**src/rtl/regfile_wb_arbiter_if.sv**
```systemverilog
// rtl/regfile_wb_arbiter_if.sv - writeback requester bundle and register-file write port
interface regfile_wb_arbiter_if #(
    parameter int DATA_WIDTH = 64,
    parameter int NUM_REQ    = 3,
    parameter int PTR_W      = $clog2(NUM_REQ)
);
    logic [NUM_REQ-1:0]            req_valid_in;
    logic [NUM_REQ*5-1:0]          req_rd_in;
    logic [NUM_REQ*DATA_WIDTH-1:0] req_data_in;
    logic [NUM_REQ-1:0]            req_ready_out;
    logic                          regWrite_ctrl;
    logic [4:0]                    rd_out;
    logic [DATA_WIDTH-1:0]         writeData_out;
    logic [PTR_W-1:0]              grant_id_out;
    logic                          busy_out;

    modport master (
        output req_valid_in, req_rd_in, req_data_in,
        input  req_ready_out, regWrite_ctrl, rd_out, writeData_out, grant_id_out, busy_out
    );

    modport slave (
        input  req_valid_in, req_rd_in, req_data_in,
        output req_ready_out, regWrite_ctrl, rd_out, writeData_out, grant_id_out, busy_out
    );
endinterface

```
**src/rtl/regfile_wb_arbiter.sv**
```systemverilog
// rtl/regfile_wb_arbiter.sv - round-robin arbiter sharing the register-file write port
module regfile_wb_arbiter #(
    parameter int DATA_WIDTH_POW = 6,
    parameter int DATA_WIDTH     = 1 << DATA_WIDTH_POW,
    parameter int NUM_REQ        = 3,
    parameter int PTR_W          = $clog2(NUM_REQ)
) (
    input  logic                clk_in,
    input  logic                reset,
    regfile_wb_arbiter_if.slave bus
);
    logic [PTR_W-1:0]      rr_ptr_q, rr_ptr_d;
    logic                  regwrite_q, regwrite_d;
    logic [4:0]            rd_q, rd_d;
    logic [DATA_WIDTH-1:0] wdata_q, wdata_d;
    logic [PTR_W-1:0]      grant_id_q, grant_id_d;

    logic                  found;
    logic                  accept;
    logic [PTR_W-1:0]      win_id;
    logic [PTR_W:0]        cand;
    logic [NUM_REQ-1:0]    ready;
    logic [4:0]            win_rd;
    logic [DATA_WIDTH-1:0] win_data;

    // Scan from rr_ptr upward with wrap; the first valid requester wins.
    always_comb begin
        found  = 1'b0;
        win_id = '0;
        cand   = '0;
        for (int k = 0; k < NUM_REQ; k++) begin
            cand = {1'b0, rr_ptr_q} + (PTR_W+1)'(k);
            if (cand >= (PTR_W+1)'(NUM_REQ)) begin
                cand = cand - (PTR_W+1)'(NUM_REQ);
            end
            if (!found && bus.req_valid_in[cand[PTR_W-1:0]]) begin
                found  = 1'b1;
                win_id = cand[PTR_W-1:0];
            end
        end
    end

    assign accept = found && !reset;

    always_comb begin
        ready    = '0;
        win_rd   = '0;
        win_data = '0;
        for (int i = 0; i < NUM_REQ; i++) begin
            if (win_id == PTR_W'(i)) begin
                ready[i] = accept;
                win_rd   = bus.req_rd_in[5*i +: 5];
                win_data = bus.req_data_in[DATA_WIDTH*i +: DATA_WIDTH];
            end
        end
    end

    // Writes to x0 still consume a grant slot but never raise the write enable.
    always_comb begin
        rr_ptr_d   = rr_ptr_q;
        regwrite_d = 1'b0;
        rd_d       = rd_q;
        wdata_d    = wdata_q;
        grant_id_d = grant_id_q;
        if (accept) begin
            regwrite_d = (win_rd != 5'd0);
            rd_d       = win_rd;
            wdata_d    = win_data;
            grant_id_d = win_id;
            if (win_id == PTR_W'(NUM_REQ - 1)) begin
                rr_ptr_d = '0;
            end else begin
                rr_ptr_d = win_id + PTR_W'(1);
            end
        end
    end

    always_ff @(posedge clk_in) begin
        if (reset) begin
            rr_ptr_q   <= '0;
            regwrite_q <= 1'b0;
            rd_q       <= '0;
            wdata_q    <= '0;
            grant_id_q <= '0;
        end else begin
            rr_ptr_q   <= rr_ptr_d;
            regwrite_q <= regwrite_d;
            rd_q       <= rd_d;
            wdata_q    <= wdata_d;
            grant_id_q <= grant_id_d;
        end
    end

    assign bus.req_ready_out = ready;
    assign bus.regWrite_ctrl = regwrite_q;
    assign bus.rd_out        = rd_q;
    assign bus.writeData_out = wdata_q;
    assign bus.grant_id_out  = grant_id_q;
    assign bus.busy_out      = (|bus.req_valid_in) || regwrite_q;
endmodule

```
**src/flat_wrapper.sv**
```systemverilog
// flat-port wrapper written by rule: the top's interface ports become plain ports
module regfile_wb_arbiter_flat 
#(
    parameter int DATA_WIDTH_POW = 6,
    parameter int DATA_WIDTH     = 1 << DATA_WIDTH_POW,
    parameter int NUM_REQ        = 3,
    parameter int PTR_W          = $clog2(NUM_REQ)
)
  (clk_in, reset, bus_req_valid_in, bus_req_rd_in, bus_req_data_in, bus_req_ready_out, bus_regWrite_ctrl, bus_rd_out, bus_writeData_out, bus_grant_id_out, bus_busy_out);
  regfile_wb_arbiter_if #(.DATA_WIDTH(DATA_WIDTH), .NUM_REQ(NUM_REQ), .PTR_W(PTR_W)) bus_i ();
  input  logic clk_in;
  input  logic reset;
  input wire logic [$bits(bus_i.req_valid_in)-1:0] bus_req_valid_in;
  input wire logic [$bits(bus_i.req_rd_in)-1:0] bus_req_rd_in;
  input wire logic [$bits(bus_i.req_data_in)-1:0] bus_req_data_in;
  output wire logic [$bits(bus_i.req_ready_out)-1:0] bus_req_ready_out;
  output wire logic [$bits(bus_i.regWrite_ctrl)-1:0] bus_regWrite_ctrl;
  output wire logic [$bits(bus_i.rd_out)-1:0] bus_rd_out;
  output wire logic [$bits(bus_i.writeData_out)-1:0] bus_writeData_out;
  output wire logic [$bits(bus_i.grant_id_out)-1:0] bus_grant_id_out;
  output wire logic [$bits(bus_i.busy_out)-1:0] bus_busy_out;
  assign bus_i.req_valid_in = bus_req_valid_in;
  assign bus_i.req_rd_in = bus_req_rd_in;
  assign bus_i.req_data_in = bus_req_data_in;
  assign bus_req_ready_out = bus_i.req_ready_out;
  assign bus_regWrite_ctrl = bus_i.regWrite_ctrl;
  assign bus_rd_out = bus_i.rd_out;
  assign bus_writeData_out = bus_i.writeData_out;
  assign bus_grant_id_out = bus_i.grant_id_out;
  assign bus_busy_out = bus_i.busy_out;
  regfile_wb_arbiter #(.DATA_WIDTH_POW(DATA_WIDTH_POW), .DATA_WIDTH(DATA_WIDTH), .NUM_REQ(NUM_REQ), .PTR_W(PTR_W)) u_core (.clk_in(clk_in), .reset(reset), .bus(bus_i));
endmodule
```
**config.mk**
```make
export PLATFORM = sky130hd
export DESIGN_NAME = regfile_wb_arbiter_flat
export DESIGN_NICKNAME = d
export VERILOG_FILES = /design/src/rtl/regfile_wb_arbiter_if.sv /design/src/rtl/regfile_wb_arbiter.sv /design/src/flat_wrapper.sv
export SDC_FILE = /design/constraint.sdc
export NUM_CORES = 1
export LEC_CHECK = 0
export CAP_MARGIN = 40
export CELL_PAD_IN_SITES_DETAIL_PLACEMENT = 0
export CELL_PAD_IN_SITES_GLOBAL_PLACEMENT = 2
export CORE_ASPECT_RATIO = 1.1
export CORE_MARGIN = 4
export CORE_UTILIZATION = 18
export CTS_CLUSTER_SIZE = 14
export DETAILED_ROUTE_END_ITERATION = 8
export PLACE_DENSITY_LB_ADDON = 0.1
export SYNTH_ARGS = -nofsm -noshare
export SYNTH_HDL_FRONTEND = slang
export SYNTH_SLANG_ARGS = --single-unit
```
**constraint.sdc**
```tcl
create_clock -name clk_in -period 4.61 [get_ports clk_in]
set_clock_uncertainty 0.2 [all_clocks]
set_input_delay 1.1525 -clock clk_in [delete_from_list [all_inputs] [get_ports clk_in]]
set_output_delay 1.1525 -clock clk_in [all_outputs]
set_load 0.01 [all_outputs]
```
==> results.sh <==
export IMPL_final_clock_period_utilization_by_the_worst_path_pct=94.4
export IMPL_cts_made_buffers=9
export IMPL_boundaryPins=288
export IMPL_cts_repair_timing_setup_buffer_count=0
export IMPL_synth_warning_count=0
export IMPL_synth_area_top_cells="sky130_fd_sc_hd__dfxtp_1 36%, sky130_fd_sc_hd__mux2i_1 12%, sky130_fd_sc_hd__nand2_1 9.4%"
export IMPL_grt_first_pass_wirelength_mm=28.2
export IMPL_worst_slew_pin_transition_ps=852
export IMPL_synth_async_sr_flop_share_pct=0
export IMPL_critPathKind="input port to primary output"
export IMPL_setup_viol=0
export IMPL_std_cell_rows=57
export IMPL_min_delay_path_class="flip-flop to flip-flop"
export IMPL_max_slew_violation_count=0
export IMPL_worst_skew_pair_late_latency_ps=330
export IMPL_finalWorstPathRequiredPeriod_ps=4350
export IMPL_achievable_frequency_mhz=230
export IMPL_stdcell_count=1094
export IMPL_drt_wl_total_mm=18.1
export IMPL_vdd_drop_max_v=0.000309
export IMPL_power_density_nw_per_um2=654
export IMPL_die_area_um2=25400
export IMPL_grt_setup_unrepaired="no"
export IMPL_cts_tree="built"
export IMPL_drt_drc_violations_left=0
export IMPL_grt_busiest_layer="met2"
export IMPL_clock_sinks=74
export IMPL_power_leakage_nw=3.17
export IMPL_status="complete, no violations"
export IMPL_dp_cells=1078
export IMPL_avgRoutedWirePerCell_um=16.5
export IMPL_clkTransAtPathRegs_ps=60
export IMPL_layout_common_cells="280 x sky130_fd_sc_hd__clkdlybuf4s50_1, 103 x sky130_fd_sc_hd__nand2_1, 74 x sky130_fd_sc_hd__dfxtp_1"
export IMPL_layout_commonest_cell="sky130_fd_sc_hd__clkdlybuf4s50_1"
export IMPL_use_met2_pct=24.9
export IMPL_maxSlewHeadroom_pct=43.2
export IMPL_synth_edf_count=0
export IMPL_vias_per_cell=4.34
export IMPL_cts_htree_levels=3
export IMPL_portbufs=287
export IMPL_cp_cell_sequence="dlygate4sd2_1, mux2i_1, o22ai_1, or4b_4, mux2i_4, nand2_1, nor2_1, clkdlybuf4s15_2"
export IMPL_mappedNetlistNets=742
export IMPL_antenna_cells=0
export IMPL_dp_final_hpwl_mm=13.4
export IMPL_synth_top_area_cell="sky130_fd_sc_hd__dfxtp_1"
export IMPL_grt_pass1_vias=4926
export IMPL_cp_top_delay_family="simple AND/OR/NAND/NOR gates"
export IMPL_gr_usage_all_layers_pct=13.8
export IMPL_ys_seq_area_share_pct=36.0
export IMPL_place_congestion=0.751
export IMPL_grt_overflow=0
export IMPL_worst_ep_required_time_ps=3260
export IMPL_detailedRoute_firstPassIterationCount=4
export IMPL_endpoint_kind="primary output"
export IMPL_critical_path_max_fanout=5
export IMPL_cpMaxStageDelayCell="sky130_fd_sc_hd__or4b_4"
export IMPL_core_region_area_um2=22300
export IMPL_finish_net_count=1010
export IMPL_worstHoldPathCells=2
export IMPL_ys_ff_latch=74
export IMPL_synth_top_cell_area_share_pct=36.0
export IMPL_ff2ff_setup_slack_ps=930
export IMPL_grt_max_degree=87
export IMPL_reg2reg_to="u_core.bus.rd_out[4]"
export IMPL_worstPathArrival_ps=3000
export IMPL_worstReg2RegStart="u_core.rr_ptr_q[0]"
export IMPL_synth_main_ff_cell="sky130_fd_sc_hd__dfxtp_1"
export IMPL_antenna_found_initial=0
export IMPL_global_route_usage_met1_pct=15.6
export IMPL_drt_antenna_violating_nets=0
export IMPL_postSynthCellCount=526
export IMPL_synth_cell_area_um2=4120
export IMPL_postLayoutCoreUtil_pct=34.3
export IMPL_grtUsageMet3_pct=4.39
export IMPL_critPathMaxStageDelay_ps=510
export IMPL_fin_worst_hold_slack_ps=250
export IMPL_startpoint_type="input port"
export IMPL_final_hold_viols=0
export IMPL_die_height_um=167
export IMPL_netlist_cell_type_count=34
export IMPL_total_of_max_cap_violations=0
export IMPL_drive_gt1_share_pct=6.38
export IMPL_synth_area_per_cell_um2=7.83
export IMPL_critPathCapture="bus_req_ready_out[0]"
export IMPL_holdBufCountCts=0
export IMPL_timing_setup_tns_ps=0
export IMPL_via_count=4751
export IMPL_dr_first_iter_drc_count=175
export IMPL_critical_path_depth=8
export IMPL_area_delta_synth_final_pct=85.8
export IMPL_die_width_um=152
export IMPL_cts_root_buf="sky130_fd_sc_hd__clkbuf_16"
export IMPL_initial_core_util_pct=18.4
export IMPL_startpoint="bus_req_valid_in[1]"
export IMPL_cts_root_to_sink_buffers=2
export IMPL_worst_path_buf_inv=2
export IMPL_worst_r2r_cell_count=10
[through the flow]
step	setup slack [ps]	total power, W	instance area (µm²)
final	260	0.00500	7650
after floorplan	345	0.00301	4120
after global placement	-357	0.00432	7330
after detailed placement	-402	0.00433	7330
after global routing	152	0.00545	7650
after CTS	1.91	0.00514	7650
[synth_stat cells (all sizes together), types with 2 or more instances]
| cell type | n |
|---|---|
| buf | 12 |
| dfxtp | 74 |
| a2bb2oi | 2 |
| mux2i | 49 |
| o21ai | 47 |
| o22ai | 4 |
| or3 | 2 |
| a21oi | 65 |
| nand2 | 103 |
| nor3b | 3 |
| ha | 4 |
| or4 | 3 |
| a21o | 37 |
| nor2 | 28 |
| clkbuf | 35 |
| a311o | 18 |
| inv | 4 |
| nor2b | 2 |
| nand2b | 4 |
| nand3 | 10 |
| mux2 | 9 |
[per-layer routing]
metal | share of wire, % | routed length, µm | up-vias
met5 | 0 | 0 | -
met4 | 1.8 | 317 | 0
met3 | 7.2 | 1310 | 20
met2 | 50 | 9060 | 189
met1 | 41 | 7410 | 2143
li1 | - | - | 2399
[final cells by class]
class,instances,area (µm²)
clock buffer,11,243
clock inverter,5,77.6
fill,2329,14700
inverter,4,15.0
multi-input combinational,401,2460
sequential,74,1480
tap,295,369
timing repair buffer,304,3000
[power by group]
part	internal, W	switching [W]	total (W)
clock	0.000487	0.000279	0.000766
sequential	0.000904	0.000123	0.00103
combinational	0.00158	0.00162	0.00321
[worst reg2reg max path, stage by stage (launching register included)]
cell	delay (ps)
sky130_fd_sc_hd__dfxtp_1	390
sky130_fd_sc_hd__inv_1	80
sky130_fd_sc_hd__ha_1	380
sky130_fd_sc_hd__mux2i_1	210
sky130_fd_sc_hd__nor2_1	70
sky130_fd_sc_hd__or4b_4	550
sky130_fd_sc_hd__mux2i_4	210
sky130_fd_sc_hd__buf_4	690
sky130_fd_sc_hd__o22ai_1	260
sky130_fd_sc_hd__or3_1	400
sky130_fd_sc_hd__a21oi_1	140
[kinds of logic (layout without fill, tap and decap cells)]
family                     after synthesis  after routing  share of synthesized area [%]
AOI/OAI and AO/OA                      179            179                           27.0
adders and majority gates                4              4                           1.22
and+or+nand+nor                        160            160                           16.4
buffers and inverters                   51            324                           5.01
DFF                                     74             74                           36.0
muxes                                   58             58                           14.4
[how the worst min path moves through the flow]
stage          slack (ps)                            to                          from
2_1_floorplan         270            u_core.rr_ptr_q[1]            u_core.rr_ptr_q[1]
3_3_place_gp          240   u_core.bus.writeData_out[8]   u_core.bus.writeData_out[8]
3_5_place_dp          250  u_core.bus.writeData_out[61]  u_core.bus.writeData_out[61]
4_1_cts               250  u_core.bus.writeData_out[61]  u_core.bus.writeData_out[61]
5_1_grt               270  u_core.bus.writeData_out[14]  u_core.bus.writeData_out[14]
6_report              250  u_core.bus.writeData_out[14]  u_core.bus.writeData_out[14]
[state kept, by name, summed over array words and instances (netlist names)]
register and cells:
u_core.bus.rd_out 5, u_core.bus.grant_id_out 2, u_core.bus.writeData_out 64, u_core.rr_ptr_q 2, u_core.bus.regWrite_ctrl 1
[timing repair]
action / CTS / global route
cloned: 0 / 0
setup endpoints to repair: 3 / 2
resized for setup: 9 / 2
Power figures use the tool's default switching activity.
==> patch (config.mk and constraints unchanged) <==
Make the reset (`reset`) asynchronous in one clocked block.
--- a/src/rtl/regfile_wb_arbiter.sv
+++ b/src/rtl/regfile_wb_arbiter.sv
@@ -75,7 +75,7 @@
         end
     end
 
-    always_ff @(posedge clk_in) begin
+    always_ff @(posedge clk_in or posedge reset) begin
         if (reset) begin
             rr_ptr_q   <= '0;
             regwrite_q <= 1'b0;
Behaviour: differs if reset is asserted again (counterexample within 4 cycles, from zero or initial values and one cycle with reset high); with reset held inactive, the same outputs for 10 cycles.
==> patch against the unedited design <==
  * Area after synthesis rose by 18%
  * Synthesized cell count rose by 3.0%
  * Routed wire length rose by 30%
  * Fmax fell by 2.5%
  * Design area rose by 9.8%
  * Sequential cell count did not move
  * Total power rose by 14%
  * Final cell count rose by 7.3%
  * Worst setup slack got worse by 110 ps
  * Critical path type unchanged
  * Largest cell class unchanged
==> patch: results <==
run_status:
  status: "finished, final reports clean"
power:
  p_int_mw: 3.10
  p_leak_nw: 3.30
  sw_frac_of_total_pct: 45.6
  clk-power_uw: 705
grt:
  met1_usage_pct: 18.4
  grt_pass1_vias: 5608
  met2_usage_pct: 27.8
  antenna_found_initial: 3
worst_setup_path:
  r2r_slack_ps: 800
  timing.critical_path.slowest_cell_delay_ps: 570
  rr_endpoint: "u_core.bus.writeData_out[59]"
  worstSetupStartpoint: "bus_req_valid_in[0]"
logic_synthesis:
  ys.flop_type: "dfrtp_1"
  synthDistinctLibCells: 40
  synth_cells: 542
  synthArstFlopShare_pct: 100
  ys_top_cells_by_count: "82 x o21ai_0, 74 x dfrtp_1, 74 x nand2_1"
sta:
  relSlewSlack_pct: 47.8
min_path:
  min_from: "u_core.bus.writeData_out[32]"
  min_to: "u_core.bus.writeData_out[32]"
layout:
  drive_gt1_share_pct: 14.0
  final_cells: 1174
  design_area_um2: 8400
  fillCellCount: 2703
  final_nets: 1030
drt:
  wirelength_mm: 23.5
  wl_met2_mm: 12.4
  drt_first_iter_violations: 226
  vias: 5217
placed_design:
  dp_hpwl_mm: 16.6
  post-place-ws_ps: -117
clock_tree:
  cts_resized: 2
==> patch: cell types whose count changed after synthesis, sizes merged, moves of 12 or more <==
cell	unedited run	this run
a211oi	0	65
a21o	37	3
a21oi	65	4
a311o	18	0
and3	0	64
buf	12	24
dfrtp	0	74
dfxtp	74	0
mux2i	49	5
nand2	103	74
nor2	28	8
o21ai	47	145
==> patch: kinds of logic (layout without fill, tap and decap cells) <==
kind of cell             after synthesis  after routing  share of synthesized area, %
other                                  0              3                             0
multiplexers                           8              8                          1.73
buffers and inverters                 55            332                          6.49
AO/OA/AOI/OAI                        234            234                          35.0
flip-flops                            74             74                          38.3
AND/OR/NAND/NOR                      167            167                          17.5
adder cells (fa/ha/maj)                4              4                          1.03
==> patch: cell type report <==
cell class / count / share of cell area (%)
timing repair buffer: 313 / 36.7
multi-input combinational: 413 / 32.4
sequential: 74 / 22.0
tap: 352 / 5.24
clock buffer: 11 / 3.01
clock inverter: 5 / 0.447
inverter: 3 / 0.149
antenna: 3 / 0.0893
